## config.mk

```make
export PLATFORM = sky130hd
export DESIGN_NAME = serial_addsub_flat
export DESIGN_NICKNAME = d
export VERILOG_FILES = /design/src/rtl/serial_addsub_if.sv /design/src/rtl/serial_addsub.sv /design/src/flat_wrapper.sv
export SDC_FILE = /design/constraint.sdc
export NUM_CORES = 1
export LEC_CHECK = 0
export CAP_MARGIN = 20
export CORE_MARGIN = 2
export CORE_UTILIZATION = 40
export CTS_CLUSTER_SIZE = 12
export DETAILED_ROUTE_END_ITERATION = 10
export PLACE_DENSITY = 0.63
export SLEW_MARGIN = 20
export SYNTH_ARGS = -nofsm -noshare
export SYNTH_HDL_FRONTEND = slang
export SYNTH_SLANG_ARGS = --single-unit
```

## constraint.sdc

```tcl
create_clock -name clk -period 1.5 [get_ports clk]
set_input_delay 0.375 -clock clk [delete_from_list [all_inputs] [get_ports clk]]
set_output_delay 0.375 -clock clk [all_outputs]
set_load 0.02 [all_outputs]
```

## src/rtl/serial_addsub_if.sv

```systemverilog
// Start/done handshake, operands and result of the serial adder/subtractor.
// The master drives the request side and the slave returns status and result.
interface serial_addsub_if #(
    parameter int WIDTH = 8
);
    logic             start;
    logic             sub;
    logic             cin;
    logic [WIDTH-1:0] a;
    logic [WIDTH-1:0] b;
    logic             busy;
    logic             done;
    logic [WIDTH-1:0] sum;
    logic             cout;
    logic             ovf;

    modport master (
        output start, sub, cin, a, b,
        input  busy, done, sum, cout, ovf
    );

    modport slave (
        input  start, sub, cin, a, b,
        output busy, done, sum, cout, ovf
    );
endinterface

```

## src/rtl/serial_addsub.sv

```systemverilog
// Multi-cycle adder/subtractor: BPC bits per clock through a ripple of full-adder
// cells, with a registered carry between slices and a start/done handshake.
module serial_addsub #(
    parameter int WIDTH = 8,
    parameter int BPC   = 1
) (
    input logic            clk,
    input logic            rst,
    serial_addsub_if.slave bus
);
    localparam int               S           = WIDTH / BPC;
    localparam logic [WIDTH-1:0] FIRST_SLICE = WIDTH'({BPC{1'b1}});

    generate
        if (WIDTH % BPC != 0) begin : g_bad_bpc
            $error("serial_addsub: WIDTH must be a multiple of BPC");
        end
    endgenerate

    typedef enum logic [1:0] {IDLE, RUN, DONE} state_t;

    state_t           state, state_nxt;
    logic             accept, last, busy, done;
    logic [WIDTH-1:0] a_q, b_q, sum_q, slice_sel;
    logic             carry_q, cout_q, ovf_q;
    logic [BPC-1:0]   rip_s;
    logic             rip_c, rip_cm;

    // BPC-bit ripple; cm is the carry entering the top bit of the slice.
    function automatic void ripple(input  logic [BPC-1:0] x,
                                   input  logic [BPC-1:0] y,
                                   input  logic           ci,
                                   output logic [BPC-1:0] s,
                                   output logic           co,
                                   output logic           cm);
        logic c;
        c  = ci;
        cm = ci;
        s  = '0;
        for (int i = 0; i < BPC; i++) begin
            cm   = c;
            s[i] = x[i] ^ y[i] ^ c;
            c    = (x[i] & y[i]) | (c & (x[i] ^ y[i]));
        end
        co = c;
    endfunction

    always_comb ripple(a_q[BPC-1:0], b_q[BPC-1:0], carry_q, rip_s, rip_c, rip_cm);

    assign last = slice_sel[WIDTH-1];

    always_ff @(posedge clk) begin
        if (rst) state <= IDLE;
        else     state <= state_nxt;
    end

    always_comb begin
        state_nxt = state;
        accept    = 1'b0;
        busy      = 1'b0;
        done      = 1'b0;
        case (state)
            IDLE: begin
                if (bus.start) begin
                    accept    = 1'b1;
                    state_nxt = RUN;
                end
            end
            RUN: begin
                busy = 1'b1;
                if (last) state_nxt = DONE;
            end
            DONE: begin
                done = 1'b1;
                if (bus.start) begin
                    accept    = 1'b1;
                    state_nxt = RUN;
                end else begin
                    state_nxt = IDLE;
                end
            end
            default: state_nxt = IDLE;
        endcase
    end

    // Operands shift down so the active slice is always at bit 0; slice_sel
    // marks where that slice lands in the result.
    always_ff @(posedge clk) begin
        if (rst) begin
            a_q       <= '0;
            b_q       <= '0;
            carry_q   <= 1'b0;
            slice_sel <= FIRST_SLICE;
            sum_q     <= '0;
            cout_q    <= 1'b0;
            ovf_q     <= 1'b0;
        end else if (accept) begin
            a_q       <= bus.a;
            b_q       <= bus.sub ? ~bus.b : bus.b;
            carry_q   <= bus.sub ? 1'b1 : bus.cin;
            slice_sel <= FIRST_SLICE;
        end else if (state == RUN) begin
            a_q       <= a_q >> BPC;
            b_q       <= b_q >> BPC;
            carry_q   <= rip_c;
            slice_sel <= slice_sel << BPC;
            sum_q     <= (sum_q & ~slice_sel) | ({S{rip_s}} & slice_sel);
            if (last) begin
                cout_q <= rip_c;
                ovf_q  <= rip_cm ^ rip_c;
            end
        end
    end

    assign bus.busy = busy;
    assign bus.done = done;
    assign bus.sum  = sum_q;
    assign bus.cout = cout_q;
    assign bus.ovf  = ovf_q;
endmodule
```

## src/flat_wrapper.sv

```systemverilog
// flat-port wrapper written by rule: the top's interface ports become plain ports
module serial_addsub_flat 
#(
    parameter int WIDTH = 8,
    parameter int BPC   = 1
)
  (clk, rst, bus_start, bus_sub, bus_cin, bus_a, bus_b, bus_busy, bus_done, bus_sum, bus_cout, bus_ovf);
  serial_addsub_if #(.WIDTH(WIDTH)) bus_i ();
  input logic clk;
  input logic rst;
  input wire logic [$bits(bus_i.start)-1:0] bus_start;
  input wire logic [$bits(bus_i.sub)-1:0] bus_sub;
  input wire logic [$bits(bus_i.cin)-1:0] bus_cin;
  input wire logic [$bits(bus_i.a)-1:0] bus_a;
  input wire logic [$bits(bus_i.b)-1:0] bus_b;
  output wire logic [$bits(bus_i.busy)-1:0] bus_busy;
  output wire logic [$bits(bus_i.done)-1:0] bus_done;
  output wire logic [$bits(bus_i.sum)-1:0] bus_sum;
  output wire logic [$bits(bus_i.cout)-1:0] bus_cout;
  output wire logic [$bits(bus_i.ovf)-1:0] bus_ovf;
  assign bus_i.start = bus_start;
  assign bus_i.sub = bus_sub;
  assign bus_i.cin = bus_cin;
  assign bus_i.a = bus_a;
  assign bus_i.b = bus_b;
  assign bus_busy = bus_i.busy;
  assign bus_done = bus_i.done;
  assign bus_sum = bus_i.sum;
  assign bus_cout = bus_i.cout;
  assign bus_ovf = bus_i.ovf;
  serial_addsub #(.WIDTH(WIDTH), .BPC(BPC)) u_core (.clk(clk), .rst(rst), .bus(bus_i));
endmodule
```

==> impl_metrics.py, run 1 <==
metrics = {
    "sta": {
        "max_freq_mhz": 705,
        "finalHoldViolCount": 0,
        "worst_pin_slew_ps": 293,
        "drv_slew": 0,
        "fin_crit_ps": 1420,
        "rsz0062_at_grt": "false",
        "finalSetupViolCount": 0,
        "slew_headroom_pct": 80.4,
        "skew_ps": 3.60,
        "fin_hold_ws_ps": 452,
        "fin_crit_sh_pct": 94.6,
    },
    "grt": {
        "antenna_found_initial": 0,
        "grt_pass1_wl_um": 5580,
        "grt.overflow.total": 0,
        "grt_usage_pct": 17.0,
        "grt_pass1_vias": 1245,
        "grt_max_degree": 27,
    },
    "cts": {
        "clk_latency_ps": 280,
        "cts_buffer_depth": 2,
        "numCtsBuffers": 5,
        "clk_pin_slew_ps": 70,
        "ctsHoldBuffers": 0,
        "cts_setup_buffers": 0,
        "ctsRootBufferMaster": "clkbuf_8",
        "htree_levels": 2,
        "clock-sinks": 37,
        "tritoncts": "built",
    },
    "critical_path": {
        "worstRegToRegCells": 3,
        "cp-end-kind": "output port",
        "r2r-start": "u_core.carry_q",
        "critical_path_buf_inv_count": 2,
        "crit_path_start_kind": "flop",
        "r2r_slack_ps": 140,
        "crit_family": "flip-flops",
        "critPathKind": "flop to output port",
        "cpPeakStageDelay_ps": 330,
        "slowest_stage": "dfxtp_1",
        "worstPathMaxFanout": 2,
        "path_cells": "buf_4, nor2b_1, buf_2",
        "cp.arrival_ps": 1040,
        "cp.required_ps": 1120,
    },
    "outcome": {
        "status": "finished, final reports clean",
    },
    "synth": {
        "avgSynthCellArea_sq_um": 8.78,
        "ys_seq_area_share_pct": 47.4,
        "synth-seq-cells": 37,
        "synthFlopType": "dfxtp_1",
        "async_reset_ff_share_pct": 0,
        "synth_area_sq_um": 1560,
        "syn_inst": 178,
        "synth_cell_type_count": 27,
        "syn_nets": 200,
        "yosysWarnings": 0,
        "synth_edf_count": 0,
    },
    "floorplanning": {
        "coreArea_sq_um": 3720,
        "die_x_um": 66.5,
        "dieArea_sq_um": 4420,
        "die_h_um": 66.5,
        "rows": 22,
        "start_util_pct": 42.1,
        "io_pins": 33,
    },
    "cells_and_area": {
        "final_cells": 265,
        "antennaDiodeCount": 0,
        "area_growth_pct": 31.3,
        "fin_nets": 238,
        "drive_gt1_share_pct": 12.9,
        "n_fill_cell": 355,
    },
    "route": {
        "drc": 0,
        "ant_nets": 0,
        "dr_total_vias": 1365,
        "routed_wl_um": 3350,
        "wl_per_cell_um": 12.7,
        "drtIter0Drc": 42,
        "vias_per_cell": 5.15,
        "dr.pass1.iters": 5,
    },
    "pwr": {
        "ir_worst_vdd_v": 0.000670,
        "p_per_area_nw_per_um2": 1110,
        "p_leak_uw": 0.000790,
        "p_total_uw": 2280,
    },
    "run": {
        "max-cap-violations": 0,
    },
    "placed_design": {
        "dpl.hpwl_um": 2360,
        "portBuffers": 32,
        "gp_congestion": 0.745,
        "dp.cells": 257,
    },
    "worst_hold_path": {
        "holdPathStages": 2,
        "min_path_type": "flop to flop",
    },
}
==> layout make-up <==
cell class | count | area, sq um | area share, %
Multi-Input combinational cell | 125 | 723 | 35.2
Timing Repair Buffer | 46 | 403 | 19.6
Clock inverter | 1 | 30.0 | 1.46
Tap cell | 48 | 60.1 | 2.93
Inverter | 1 | 8.76 | 0.427
Clock buffer | 7 | 86.3 | 4.21
Sequential cell | 37 | 741 | 36.1
==> how the worst max path moves through the flow <==
stage / startpoint / to / cells past startpoint
floorplan: u_core.carry_q / flop / 4
global placement: u_core.state[1] / bus_busy / 3
detailed placement: u_core.state[1] / bus_busy / 3
CTS: u_core.carry_q / flop / 3
global route: u_core.state[1] / bus_done / 3
finish: u_core.state[1] / bus_done / 3
==> worst register-to-register path, cell delays in order, from the launching register on <==
cell     delay [ps]
dfxtp_1         350
fa_2            690
nand3_1         100
a21oi_1         150
==> timing repair <==
action | CTS | global route
cloned | 0 | 0
setup endpoints to repair | 12 | 8
resized for setup | 19 | 1
==> power breakdown <==
part / internal (uW) / total (uW) / switching, uW
registers: 1030 / 1060 / 31.1
clock network: 542 / 882 / 340
logic: 158 / 330 / 173
==> cell usage in the layout (no fill, tap or decap), types with 4 or more instances in the layout <==
master,n
a22oi_1,4
nand2_1,25
clkdlybuf4s50_1,20
clkbuf_8,6
dlygate4sd2_1,10
a21oi_1,23
nor2_1,5
nand3_1,17
nand3b_1,8
nor3_1,13
dfxtp_1,37
xor2_1,9
buf_4,14
o22ai_1,6
==> Yosys cell counts (3+ instances only) <==
library cell | count | share of area [%]
nand3_1 | 17 | 5.4
nor3_1 | 13 | 4.2
clkbuf_1 | 5 | 1.2
a311oi_1 | 3 | 1.7
xor2_1 | 9 | 5.0
nand3b_1 | 8 | 3.8
dfxtp_1 | 37 | 47
nand2b_1 | 3 | 1.2
o22ai_1 | 6 | 2.4
buf_2 | 4 | 1.3
nor2_1 | 5 | 1.2
a22oi_1 | 4 | 1.9
a21oi_1 | 23 | 7.4
buf_6 | 4 | 2.9
nand2_1 | 25 | 6.0
==> per-stage QoR <==
step / setup WS (ps) / instance area [sq um] / setup TNS, ps / utilization, %
2_1_floorplan: 158 / 1560 / 0 / -
3_3_place_gp: -40.8 / 1950 / -78.7 / 52.6
3_5_place_dp: -55.3 / 1950 / -198 / 52.6
4_1_cts: 37.6 / 2050 / 0 / 55.2
5_1_grt: 19.1 / 2050 / 0 / 55.2
6_report: 81.0 / 2050 / 0 / 55.2
==> layer usage <==
layer	routed length [um]	global-route usage, %
met5	0	0
met4	42	6.12
met3	186	5.91
met2	1680	29.4
met1	1450	19.2
==> kinds of logic after synthesis <==
logic type / synth area share (%)
buffers and inverters: 6.65
XOR/XNOR: 5.04
adder cells (fa/ha/maj): 1.28
multiplexers: 0.641
AND/OR/NAND/NOR: 23.1
AO/OA/AOI/OAI: 15.9
flip-flops: 47.4
No activity file was read; power rests on OpenSTA's default activity.
==> run 2, diff against run 1 <==
CAP_MARGIN = 15   (was 20)
PLACE_DENSITY = 0.71   (was 0.63)
==> impl_metrics.py, run 2 (synthesized netlist as in run 1, its figures left out) <==
metrics = {
    "critical_path": {
        "cp.required_ps": 1120,
        "slowest_stage": "dfxtp_2",
        "crit_path_start_kind": "flop",
        "cp.arrival_ps": 990,
        "cpPeakStageDelay_ps": 340,
        "cp-end-kind": "output port",
        "path_cells": "nand2b_4, inv_6, buf_2",
        "worstPathMaxFanout": 6,
        "critPathKind": "flop to output port",
    },
    "floorplanning": {
        "die_x_um": 66.5,
        "dieArea_sq_um": 4420,
        "start_util_pct": 42.1,
        "coreArea_sq_um": 3720,
        "io_pins": 33,
        "die_h_um": 66.5,
        "rows": 22,
    },
    "grt": {
        "antenna_found_initial": 0,
        "grt_pass1_wl_um": 5690,
        "grt_usage_pct": 17.3,
        "grt.overflow.total": 0,
        "grt_pass1_vias": 1285,
        "grt_max_degree": 27,
    },
    "cts": {
        "cts_setup_buffers": 0,
        "numCtsBuffers": 5,
        "ctsHoldBuffers": 0,
        "postCtsResizedCells": 19,
        "clk_latency_ps": 290,
        "ctsRootBufferMaster": "clkbuf_8",
        "clock-sinks": 37,
        "clk_pin_slew_ps": 70,
        "cts_buffer_depth": 2,
        "htree_levels": 2,
        "tritoncts": "built",
    },
    "route": {
        "drc": 0,
        "vias_per_cell": 5.12,
        "drtIter0Drc": 76,
        "ant_nets": 0,
        "dr.pass1.iters": 4,
        "wl_per_cell_um": 12.4,
        "routed_wl_um": 3270,
        "dr_total_vias": 1356,
    },
    "sta": {
        "fin_crit_sh_pct": 90.8,
        "skew_ps": 1.95,
        "rsz0062_at_grt": "false",
        "worst_pin_slew_ps": 335,
        "drv_slew": 0,
        "worst_slack_ps": 139,
        "fin_crit_ps": 1360,
        "max_freq_mhz": 735,
        "finalSetupViolCount": 0,
        "finalHoldViolCount": 0,
        "slew_headroom_pct": 77.6,
    },
    "cells_and_area": {
        "layout_common_cells": "dfxtp_1 (35), nand2_1 (25), a21oi_1 (23)",
        "final_cells": 265,
        "drive_gt1_share_pct": 14.3,
        "n_fill_cell": 368,
        "fin_util_pct": 55.0,
        "antennaDiodeCount": 0,
        "fin_nets": 238,
        "area_growth_pct": 30.8,
        "layout_commonest_cell": "dfxtp_1",
    },
    "outcome": {
        "status": "finished, final reports clean",
    },
    "placed_design": {
        "dp_slack_ps": -79.9,
        "dpl.hpwl_um": 2190,
        "dp.cells": 257,
        "portBuffers": 32,
        "gp_congestion": 0.742,
    },
    "worst_hold_path": {
        "min_path_type": "flop to flop",
    },
    "run": {
        "max-cap-violations": 0,
    },
    "pwr": {
        "p_leak_uw": 0.000788,
        "p_per_area_nw_per_um2": 1060,
        "ir_worst_vdd_v": 0.000385,
    },
}
==> run 2: changes by cell type in the layout (fill, tap and decap cells not counted) <==
cell,before,now
dfxtp_1,37,35
dfxtp_2,0,2
bufinv_16,1,0
clkbuf_1,1,0
clkbuf_8,6,7
clkinv_2,0,1
nand2b_2,1,0
nand2b_4,0,1
==> run 2: report_power, final <==
| group | total, uW | switching [uW] | internal (uW) |
|---|---|---|---|
| logic | 333 | 172 | 161 |
| clock network | 761 | 346 | 415 |
| registers | 1070 | 31.7 | 1030 |
| total | 2160 | 550 | 1610 |
==> run 2: per-stage QoR <==
stage | TNS [ps] | instance area (sq um) | hold WS [ps] | total power [uW]
global route | 0 | 2040 | 491 | 2260
floorplan | 0 | 1560 | 448 | 1300
finish | 0 | 2040 | 452 | 2160
CTS | 0 | 2050 | 453 | 2170
detailed placement | -378 | 1950 | 446 | 1420
global placement | -112 | 1950 | 442 | 1410
==> run 2: metal layers <==
layer | wire length [um] | GRT usage, %
met5 | 0 | 0
met4 | 78 | 9.18
met3 | 98 | 4.56
met2 | 1560 | 28.6
met1 | 1540 | 20.3
==> run 2: worst paths after layout <==
check	start	to	slack, ps	cells after the start
max	u_core.state[1]	bus_busy	140	3
min	flop	flop	450	2
max reg2reg	u_core.carry_q	flop	160	3
min reg2reg	flop	flop	450	2
==> run 2: cell type report <==
type                            count  area [sq um]  share of cell area (%)
Timing Repair Buffer               46           403                    19.7
Sequential cell                    37           743                    36.4
Clock buffer                        7          96.3                    4.71
Multi-Input combinational cell    125           728                    35.6
Tap cell                           48          60.1                    2.94
Clock inverter                      1          5.00                   0.245
Inverter                            1          8.76                   0.428
==> run 2: worst max-delay path: cells and delay by family (launching register included) <==
family	cells	cell delay, ps
flip-flops	1	340
buffers and inverters	2	200
AND/OR/NAND/NOR	1	160
==> run 3, diff against run 2 <==
CORE_MARGIN = unset   (was 2)
TNS_END_PERCENT = 5   (was unset)
==> impl_metrics.py, run 3 (synthesized netlist as in run 1, its figures left out) <==
metrics = {
    "outcome": {
        "status": "finished, final reports clean",
    },
    "route": {
        "wl_per_cell_um": 12.3,
        "top_layer": "met4",
        "m1WireLength_um": 1630,
        "vias_per_cell": 5.23,
        "drc": 0,
        "drtIter0Drc": 68,
        "wl_met2_um": 1440,
        "dr_total_vias": 1380,
        "dr.pass1.iters": 5,
        "met3_length_um": 137,
        "ant_nets": 0,
        "routed_wl_um": 3260,
    },
    "cts": {
        "cts_setup_buffers": 0,
        "clk_pin_slew_ps": 70,
        "numCtsBuffers": 5,
        "ctsHoldBuffers": 0,
        "clk_latency_ps": 290,
        "cts_buffer_depth": 2,
        "clock-sinks": 37,
        "tritoncts": "built",
        "ctsRootBufferMaster": "clkbuf_8",
        "htree_levels": 2,
    },
    "cells_and_area": {
        "layout_common_cells": "dfxtp_1 (35), nand2_1 (25), a21oi_1 (23)",
        "antennaDiodeCount": 0,
        "final_cells": 264,
        "n_fill_cell": 359,
        "fin_util_pct": 55.2,
        "layout_commonest_cell": "dfxtp_1",
        "drive_gt1_share_pct": 13.4,
        "fin_nets": 237,
        "area_growth_pct": 31.3,
        "fin_area_sq_um": 2050,
    },
    "sta": {
        "worst_pin_slew_ps": 361,
        "drv_slew": 0,
        "fin_hold_ws_ps": 450,
        "fin_crit_sh_pct": 93.9,
        "fin_crit_ps": 1410,
        "skew_ps": 5.75,
        "slew_headroom_pct": 75.9,
        "finalHoldViolCount": 0,
        "max_freq_mhz": 710,
        "finalSetupViolCount": 0,
        "rsz0062_at_grt": "false",
    },
    "floorplanning": {
        "die_h_um": 64.5,
        "start_util_pct": 42.1,
        "rows": 22,
        "io_pins": 33,
        "die_x_um": 64.5,
        "dieArea_sq_um": 4160,
        "coreArea_sq_um": 3720,
    },
    "pwr": {
        "clock_power_share_pct": 38.9,
        "p_total_uw": 2280,
        "p_leak_uw": 0.000786,
        "p_int_uw": 1730,
        "ir_worst_vdd_v": 0.000640,
        "switching_share_pct": 24.0,
        "pwr-share-seq_pct": 46.8,
        "power_frac_comb_pct": 14.3,
        "switchingPower_uw": 546,
        "p_per_area_nw_per_um2": 1110,
    },
    "placed_design": {
        "place_area_sq_um": 1950,
        "portBuffers": 32,
        "dpl.hpwl_um": 2100,
        "dp.cells": 256,
        "gp_congestion": 0.736,
    },
    "critical_path": {
        "slowest_stage": "dfxtp_2",
        "path_cells": "nand2b_2, inv_6, buf_2",
        "crit_family": "flip-flops",
        "critical_path_buf_inv_count": 2,
        "cpPeakStageDelay_ps": 330,
        "cp-end-kind": "output port",
        "worstPathMaxFanout": 3,
        "cp.arrival_ps": 1030,
        "critPathKind": "flop to output port",
        "crit_path_start_kind": "flop",
        "cp.required_ps": 1120,
    },
    "grt": {
        "grt_pass1_wl_um": 5660,
        "grt_max_degree": 30,
        "grt.overflow.total": 0,
        "grt_pass1_vias": 1304,
        "grt_usage_pct": 17.5,
        "antenna_found_initial": 0,
    },
    "worst_hold_path": {
        "min_path_type": "flop to flop",
    },
    "run": {
        "max-cap-violations": 0,
    },
}
-- run 3: area by class of cell --
type / instances / area, sq um / area share [%]
Sequential cell: 37 / 746 / 36.3
Multi-Input combinational cell: 125 / 723 / 35.2
Clock buffer: 7 / 86.3 / 4.21
Timing Repair Buffer: 45 / 398 / 19.4
Tap cell: 48 / 60.1 / 2.93
Inverter: 1 / 8.76 / 0.427
Clock inverter: 1 / 30.0 / 1.46
-- run 3: stage by stage --
stage,TNS [ps],setup WS (ps)
6_report,0,92.0
5_1_grt,0,32.1
4_1_cts,-32.5,-32.5
3_3_place_gp,-191,-111
2_1_floorplan,0,158
3_5_place_dp,-222,-150
-- run 3: power by group through the flow --
stage	combinational, uW	sequential (uW)	clock, uW
floorplan	216	1080	0
global placement	324	1090	0
detailed placement	327	1090	0
CTS	325	1060	897
global route	357	1070	946
finish	325	1070	886
-- run 3: final timing paths --
check / start / endpoint / slack, ps / depth (start not counted)
setup / recovery: u_core.state[1] / bus_busy / 90 / 3
hold / removal: flop / flop / 450 / 2
setup reg to reg: u_core.carry_q / flop / 160 / 3
hold reg to reg: flop / flop / 450 / 2
-- run 3: tightest hold or removal path, cell delays in order, from the launching register on --
cell and delay, ps:
dfxtp_1 310, nand2_1 50, a21oi_1 50
-- run 3: per-layer routing --
metal	global-route usage (%)	vias to the layer above
met5	0	-
met4	9.17	0
met3	4.40	5
met2	27.6	31
met1	21.9	646
li1	-	698
-- run 3: what timing repair did --
item	in CTS	in global routing
endpoints found under the hold margin	0	0
pin swaps	0	0
endpoints found under the setup margin	12	5
resized for setup	18	6
